File: src/rtl/lcd_hd44780_drv_if.sv
// Host-side bus of the HD44780 write driver: request in, LCD pins and status out.
// DATA_W sets the LCD data bus width (8 or 4).
interface lcd_hd44780_drv_if #(
  parameter int DATA_W = 8
);
  logic              start;
  logic              cd;
  logic [7:0]        data;
  logic [DATA_W-1:0] lcd_data;
  logic              rs;
  logic              rw;
  logic              en;
  logic              busy;
  logic              done_tick;
  logic              drop_tick;

  modport master (
    output start, cd, data,
    input  lcd_data, rs, rw, en,
    input  busy, done_tick, drop_tick
  );

  modport slave (
    input  start, cd, data,
    output lcd_data, rs, rw, en,
    output busy, done_tick, drop_tick
  );
endinterface

File: src/rtl/lcd_hd44780_drv.sv
// HD44780 single-byte write driver: 8- or 4-bit bus, enable strobe,
// hold and settle timing, long settle after clear/home, busy/done/drop status.
module lcd_hd44780_drv #(
  parameter int DATA_W      = 8,
  parameter int EN_HIGH_CYC = 25,
  parameter int HOLD_CYC    = 50,
  parameter int SETTLE_CYC  = 2500,
  parameter int LONG_CYC    = 80000,
  parameter int CNT_W       = 17
) (
  input logic              clk,
  input logic              rst,
  lcd_hd44780_drv_if.slave bus
);

  if (DATA_W != 8 && DATA_W != 4) begin : g_bad_w
    $error("lcd_hd44780_drv: DATA_W must be 4 or 8");
  end
  if (EN_HIGH_CYC < 1 || HOLD_CYC < 1 ||
      SETTLE_CYC < 1 || LONG_CYC < 1) begin : g_bad_cyc
    $error("lcd_hd44780_drv: all *_CYC must be >= 1");
  end
  if ((EN_HIGH_CYC - 1) >= (1 << CNT_W) ||
      (HOLD_CYC - 1)    >= (1 << CNT_W) ||
      (SETTLE_CYC - 1)  >= (1 << CNT_W) ||
      (LONG_CYC - 1)    >= (1 << CNT_W)) begin : g_bad_cnt
    $error("lcd_hd44780_drv: CNT_W too small");
  end

  localparam logic [CNT_W-1:0] EH_LAST = CNT_W'(EN_HIGH_CYC - 1);
  localparam logic [CNT_W-1:0] HO_LAST = CNT_W'(HOLD_CYC - 1);
  localparam logic [CNT_W-1:0] ST_LAST = CNT_W'(SETTLE_CYC - 1);
  localparam logic [CNT_W-1:0] LG_LAST = CNT_W'(LONG_CYC - 1);

  typedef enum logic [2:0] {
    IDLE,
    LOAD,
    EN_HI,
    EN_LO,
    SETTLE,
    DONE
  } state_e;

  state_e            state_q, state_d;
  logic [CNT_W-1:0]  cnt_q, cnt_d;
  logic [DATA_W-1:0] lo_q, lo_d;
  logic [DATA_W-1:0] lcd_q, lcd_d;
  logic              long_q, long_d;
  logic              nib_q, nib_d;
  logic              rs_q, rs_d;
  logic              en_q, en_d;
  logic              busy_q, busy_d;
  logic              done_q, done_d;
  logic              drop_q, drop_d;
  logic              accept;
  logic              second;

  assign accept = (state_q == IDLE) && bus.start;

  always_comb begin
    state_d = state_q;
    unique case (state_q)
      IDLE:    if (bus.start) state_d = LOAD;
      LOAD:    state_d = EN_HI;
      EN_HI:   if (cnt_q == EH_LAST) state_d = EN_LO;
      EN_LO: begin
        if (cnt_q == HO_LAST)
          state_d = (DATA_W == 4 && !nib_q) ? LOAD : SETTLE;
      end
      SETTLE: begin
        if (cnt_q == (long_q ? LG_LAST : ST_LAST))
          state_d = DONE;
      end
      DONE:    state_d = IDLE;
      default: state_d = IDLE;
    endcase
  end

  assign second = (state_q == EN_LO) && (state_d == LOAD);

  always_comb begin
    cnt_d  = cnt_q + 1'b1;
    lcd_d  = lcd_q;
    rs_d   = rs_q;
    lo_d   = lo_q;
    long_d = long_q;
    nib_d  = nib_q;
    if (state_d != state_q || state_d == IDLE)
      cnt_d = '0;
    // The first beat leaves straight from the input so LOAD already shows it.
    if (accept) begin
      lcd_d  = bus.data[7 -: DATA_W];
      rs_d   = bus.cd;
      lo_d   = bus.data[DATA_W-1:0];
      long_d = !bus.cd && (bus.data[7:2] == 6'd0) &&
               (bus.data[1:0] != 2'd0);
      nib_d  = 1'b0;
    end else if (second) begin
      lcd_d = lo_q;
      nib_d = 1'b1;
    end
    en_d   = (state_d == EN_HI);
    busy_d = (state_d != IDLE);
    done_d = (state_d == DONE);
    drop_d = (state_q != IDLE) && bus.start;
  end

  always_ff @(posedge clk or negedge rst) begin
    if (!rst) begin
      state_q <= IDLE;
      cnt_q   <= '0;
      lo_q    <= '0;
      lcd_q   <= '0;
      long_q  <= 1'b0;
      nib_q   <= 1'b0;
      rs_q    <= 1'b0;
      en_q    <= 1'b0;
      busy_q  <= 1'b0;
      done_q  <= 1'b0;
      drop_q  <= 1'b0;
    end else begin
      state_q <= state_d;
      cnt_q   <= cnt_d;
      lo_q    <= lo_d;
      lcd_q   <= lcd_d;
      long_q  <= long_d;
      nib_q   <= nib_d;
      rs_q    <= rs_d;
      en_q    <= en_d;
      busy_q  <= busy_d;
      done_q  <= done_d;
      drop_q  <= drop_d;
    end
  end

  assign bus.lcd_data  = lcd_q;
  assign bus.rs        = rs_q;
  assign bus.rw        = 1'b0;
  assign bus.en        = en_q;
  assign bus.busy      = busy_q;
  assign bus.done_tick = done_q;
  assign bus.drop_tick = drop_q;

endmodule

File: src/flat_wrapper.sv
// flat-port wrapper written by rule: the top's interface ports become plain ports
module lcd_hd44780_drv_flat 
#(
  parameter int DATA_W      = 8,
  parameter int EN_HIGH_CYC = 25,
  parameter int HOLD_CYC    = 50,
  parameter int SETTLE_CYC  = 2500,
  parameter int LONG_CYC    = 80000,
  parameter int CNT_W       = 17
)
  (clk, rst, bus_start, bus_cd, bus_data, bus_lcd_data, bus_rs, bus_rw, bus_en, bus_busy, bus_done_tick, bus_drop_tick);
  lcd_hd44780_drv_if #(.DATA_W(DATA_W)) bus_i ();
  input logic clk;
  input logic rst;
  input wire logic [$bits(bus_i.start)-1:0] bus_start;
  input wire logic [$bits(bus_i.cd)-1:0] bus_cd;
  input wire logic [$bits(bus_i.data)-1:0] bus_data;
  output wire logic [$bits(bus_i.lcd_data)-1:0] bus_lcd_data;
  output wire logic [$bits(bus_i.rs)-1:0] bus_rs;
  output wire logic [$bits(bus_i.rw)-1:0] bus_rw;
  output wire logic [$bits(bus_i.en)-1:0] bus_en;
  output wire logic [$bits(bus_i.busy)-1:0] bus_busy;
  output wire logic [$bits(bus_i.done_tick)-1:0] bus_done_tick;
  output wire logic [$bits(bus_i.drop_tick)-1:0] bus_drop_tick;
  assign bus_i.start = bus_start;
  assign bus_i.cd = bus_cd;
  assign bus_i.data = bus_data;
  assign bus_lcd_data = bus_i.lcd_data;
  assign bus_rs = bus_i.rs;
  assign bus_rw = bus_i.rw;
  assign bus_en = bus_i.en;
  assign bus_busy = bus_i.busy;
  assign bus_done_tick = bus_i.done_tick;
  assign bus_drop_tick = bus_i.drop_tick;
  lcd_hd44780_drv #(.DATA_W(DATA_W), .EN_HIGH_CYC(EN_HIGH_CYC), .HOLD_CYC(HOLD_CYC), .SETTLE_CYC(SETTLE_CYC), .LONG_CYC(LONG_CYC), .CNT_W(CNT_W)) u_core (.clk(clk), .rst(rst), .bus(bus_i));
endmodule
File: config.mk
export PLATFORM = sky130hd
export DESIGN_NAME = lcd_hd44780_drv_flat
export DESIGN_NICKNAME = d
export VERILOG_FILES = /design/src/rtl/lcd_hd44780_drv_if.sv /design/src/rtl/lcd_hd44780_drv.sv /design/src/flat_wrapper.sv
export SDC_FILE = /design/constraint.sdc
export NUM_CORES = 1
export LEC_CHECK = 0
export CAP_MARGIN = 5
export CORE_MARGIN = 4
export CORE_UTILIZATION = 43
export CTS_CLUSTER_SIZE = 30
export DETAILED_ROUTE_END_ITERATION = 8
export GPL_TIMING_DRIVEN = 0
export PLACE_DENSITY = 0.66
export SLEW_MARGIN = 10
export SYNTH_ARGS = -nofsm -noshare
export SYNTH_HDL_FRONTEND = slang
export SYNTH_SLANG_ARGS = --single-unit
File: constraint.sdc
create_clock -name clk -period 1.72 [get_ports clk]
set_input_delay 0.172 -clock clk [delete_from_list [all_inputs] [get_ports clk]]
set_output_delay 0.172 -clock clk [all_outputs]
set_load 0.05 [all_outputs]
==> results.rst <==
.. list-table::
   :header-rows: 1

   * - Metric
     - Value
   * - Crit path max-delay family
     - simple AND/OR/NAND/NOR gates
   * - Ratio of routed vias to standard cells
     - 4.989
   * - Worst endpoint required time
     - 1.89 ns
   * - Slowest stage cell on the critical path
     - dfrtp_2
   * - Number of antenna violations at the first check in global routing
     - 0
   * - Number of warnings printed during yosys synthesis
     - 0
   * - Part of the cycle the worst path needs
     - 99.88%
   * - Gate Count Post-Synth
     - 178
   * - Delay of the slowest critical-path stage
     - 0.43 ns
   * - Area fraction of the dominant cell type after synthesis
     - 50.56%
   * - Unrepaired setup endpoints after global routing
     - true
   * - Most instantiated library cell after synthesis
     - nand2_1
   * - Commonest cells in the synthesized netlist
     - nand2_1 (38), dfrtp_1 (34), nor2_1 (16), nand3_1 (12), nor2_2 (10)
   * - Post-route ant nets
     - 0
   * - Cts bufs inserted
     - 5
   * - Final Hold Vio Count
     - 0
   * - Clk root buf
     - clkbuf_8
   * - Utilization after layout
     - 61.18%
   * - Vias after detailed routing
     - 1362
   * - Detailed Route WL
     - 3633 um
   * - Net count of the mapped netlist
     - 193
   * - Kind of critical path
     - reg2reg
   * - Total core area
     - 3716 um2
   * - Net count, final
     - 240
   * - Area delta synth->final
     - 35.09%
   * - Kind of path behind the tightest hold check
     - in2reg
   * - Detailed router's first-iteration violation count
     - 138
   * - Global-route wire length before repair
     - 5761 um
   * - Total half-perimeter wirelength after legalization and detailed placement
     - 2417 um
   * - Congestion Overflow GR
     - 0
   * - Remaining design rule violation count
     - 0
   * - Minimum setup slack in the final design
     - 0.002103 ns
   * - Latest clock arrival within the worst-skew pair
     - 0.28 ns
   * - Design internal power
     - 1.106 mW
   * - # diodes
     - 0
   * - Post-synthesis sequential area ratio
     - 50.56%
   * - Die area
     - 4979 um2
   * - Power Dens Cells
     - 611.2 nW/um2
   * - Largest net degree at the start of global routing
     - 35
   * - Fillcell total
     - 308
   * - Die Y
     - 70.56 um
   * - Number of setup violations in the final report
     - 0
   * - Number of cells traversed by the worst register-to-register path
     - 6
   * - Number of clock sinks
     - 34
   * - Post-Synthesis Cell Area
     - 1683 um2
   * - Total iterations of the first detailed-routing run
     - 4
   * - Final critical-path required period
     - 1.718 ns
   * - Max rail drop VDD
     - 0.4106 mV
   * - Number of top-level pins
     - 26
   * - Clock tree from TritonCTS
     - done
   * - Cell taking the most area after synthesis
     - dfrtp_1
   * - Number of pins exceeding their max-slew limit in the final report
     - 0
   * - All-Layer GR Usage
     - 14.58%
   * - Met3 Track Usage GR
     - 4.830%
   * - Final cell count without fillers
     - 273
   * - Number of placement rows
     - 22
   * - Cell chain of the critical path
     - nor4_4 > nand3_1 > a211o_1 > nand3_4 > clkbuf_16 > nor2_2
   * - Clock-pin transition on the worst setup and hold timing paths
     - 0.06 ns
   * - Initial Util
     - 45.29%
   * - Number of global-route vias before repair
     - 1242
   * - Least-Margin Pin Slew
     - 0.7232 ns
   * - PnR Total Power
     - 1.389 mW
   * - Die extent in x
     - 70.56 um
   * - Leading register cell type out of synthesis
     - dfrtp_1
   * - GRT met1 Usage
     - 20.05%
   * - Most Used Layer, Global Route
     - met2
   * - Result of the run
     - complete, no violations
   * - Signal arrival time at the worst endpoint
     - 1.88 ns
   * - Weighted congestion reported at the end of routability-driven placement
     - 0.7848
   * - Fmax achieved
     - 582.1 MHz
   * - Worst setup skew after layout
     - 0.004779 ns
   * - LEAKAGE
     - 1.039 nW
   * - Crit. path cell count
     - 6
   * - Global Route met2 Usage
     - 22.04%
   * - Worst Hold Path Cells
     - 3
   * - IO Port Bufs
     - 24
   * - Reported net switching power
     - 283.6 uW
   * - Reported max-cap violation count
     - 0
   * - Portion of total power attributed to sequential cells
     - 57.7%
   * - Mean Syn Cell Area
     - 9.454 um2
   * - Aggregate negative setup slack
     - 0 ns
   * - Critical path capture point type
     - register
   * - CTS max path bufs
     - 2
   * - Worst slew slack as a fraction of its limit
     - 51.79%
   * - Number of buffer and inverter stages on the critical path
     - 1
   * - Max Fanout on Critical Path
     - 5
   * - Share of power burned in the clock network
     - 38.2%
   * - Yosys reg bits
     - 34
   * - Number of flops mapped to enable cells by yosys
     - 0
   * - Fraction of registers with async set/reset
     - 100.0%
   * - Detailed-route wire length per cell
     - 13.31 um
   * - Distinct cells, synth
     - 33
   * - Cell types with the largest area share after synthesis
     - dfrtp_1 (51%), nand2_1 (8.5%), xor2_1 (4.7%)
   * - Critical path launch point type
     - register
   * - Share of post-route cells with drive strength above 1
     - 24.89%
   * - H-tree depth
     - 2
   * - Dpl cells
     - 250
   * - Power share of the combinational group
     - 4.2%
   * - Placement-stage worst setup slack
     - -0.09267 ns
   * - Sw frac
     - 20.41%
## worst min-delay path: cells and delay by family
family,cells,cell delay (ns)
buffers and inverters,1,0.42
and+or+nand+nor,2,0.10
## layout by cell type (no fill, tap or decap), drive strengths merged, types with 2 or more instances in the layout
cell type | netlist | routed
xor2 | 9 | 9
ha | 3 | 3
nor4 | 6 | 6
dfrtp | 34 | 34
nand3 | 13 | 13
nor2b | 3 | 3
o21ai | 3 | 3
inv | 5 | 5
and4 | 2 | 2
nor2 | 26 | 26
nand4 | 7 | 7
clkbuf | 3 | 9
xnor2 | 7 | 7
clkdlybuf4s50 | 0 | 23
nor3 | 3 | 3
nand2 | 38 | 38
buf | 5 | 22
## cell families (layout without fill, tap and decap cells)
| family | count (synthesis) | after routing | share of synthesized area, % |
|---|---|---|---|
| compound gates | 7 | 7 | 2.826 |
| flops | 34 | 34 | 50.56 |
| xor+xnor | 16 | 16 | 8.327 |
| buf+inv | 13 | 60 | 4.015 |
| other cells | 1 | 1 | 0.2228 |
| simple gates | 104 | 104 | 31.82 |
| fa+ha+maj | 3 | 3 | 2.231 |
## area by class of cell
cell class              instances  area, um2  share of cell area (%)
flip-flops and latches         34      862.1                   37.92
plain buffers                   4      36.28                   1.596
repair buffers                 44      405.4                   17.83
inverters                       5      18.77                  0.8255
clock buffers                   7      76.32                   3.357
well taps                      48      60.06                   2.642
multi-input cells             131      814.5                   35.83
## power by group through the flow
stage | Clock [mW] | Combinational (mW) | Sequential (mW)
6_report | 0.530 | 0.0578 | 0.801
3_5_place_dp | 0 | 0.0575 | 0.816
5_1_grt | 0.593 | 0.0641 | 0.800
4_1_cts | 0.551 | 0.0593 | 0.801
3_3_place_gp | 0 | 0.0586 | 0.816
2_1_floorplan | 0 | 0.00797 | 0.821
## metal layers
metal | vias to the layer above | wire length (um) | part of all wire, %
li1 | 685 | - | -
met1 | 645 | 1666 | 46
met2 | 26 | 1768 | 49
met3 | 6 | 152 | 4.2
met4 | 0 | 47 | 1.3
met5 | - | 0 | 0
## worst paths after layout
| path | start | end | slack, ns |
|---|---|---|---|
| max in group asynchronous | rst | u_core.cnt_q[3] | 0.73 |
| min in group asynchronous | rst | u_core.cnt_q[10] | 0.48 |
| setup reg to reg | u_core.cnt_q[9] | u_core.cnt_q[7] | 0.002 |
| hold / removal | bus_data[0] | u_core.bus.lcd_data[0] | 0.46 |
| hold reg to reg | u_core.bus.lcd_data[1] | u_core.bus.lcd_data[1] | 0.48 |
| setup / recovery | u_core.cnt_q[9] | u_core.cnt_q[7] | 0.002 |
## registers in the layout, summed over array words and instances (netlist names)
signal	cells
u_core.bus.drop_tick	1
u_core.long_q	1
u_core.bus.done_tick	1
u_core.bus.lcd_data	8
u_core.cnt_q	17
u_core.state_q	3
u_core.bus.en	1
u_core.bus.rs	1
u_core.bus.busy	1
## timing repair
item                                   CTS  global route
setup endpoints to repair               14            25
hold buffers                             1             0
endpoints found under the hold margin   34             0
pin swaps                                3             8
setup buffers                            1            17
resized for setup                        7            13
cloned                                   0             1
## through the flow
step	hold slack [ns]	cell area (um2)
after floorplan	-0.1236	1683
after global placement	0.4604	1983
after detailed placement	0.2770	1978
after CTS	0.4496	2090
after global routing	0.4561	2273
final	0.4565	2273
Note: power is estimated with default switching activity, not from simulation.
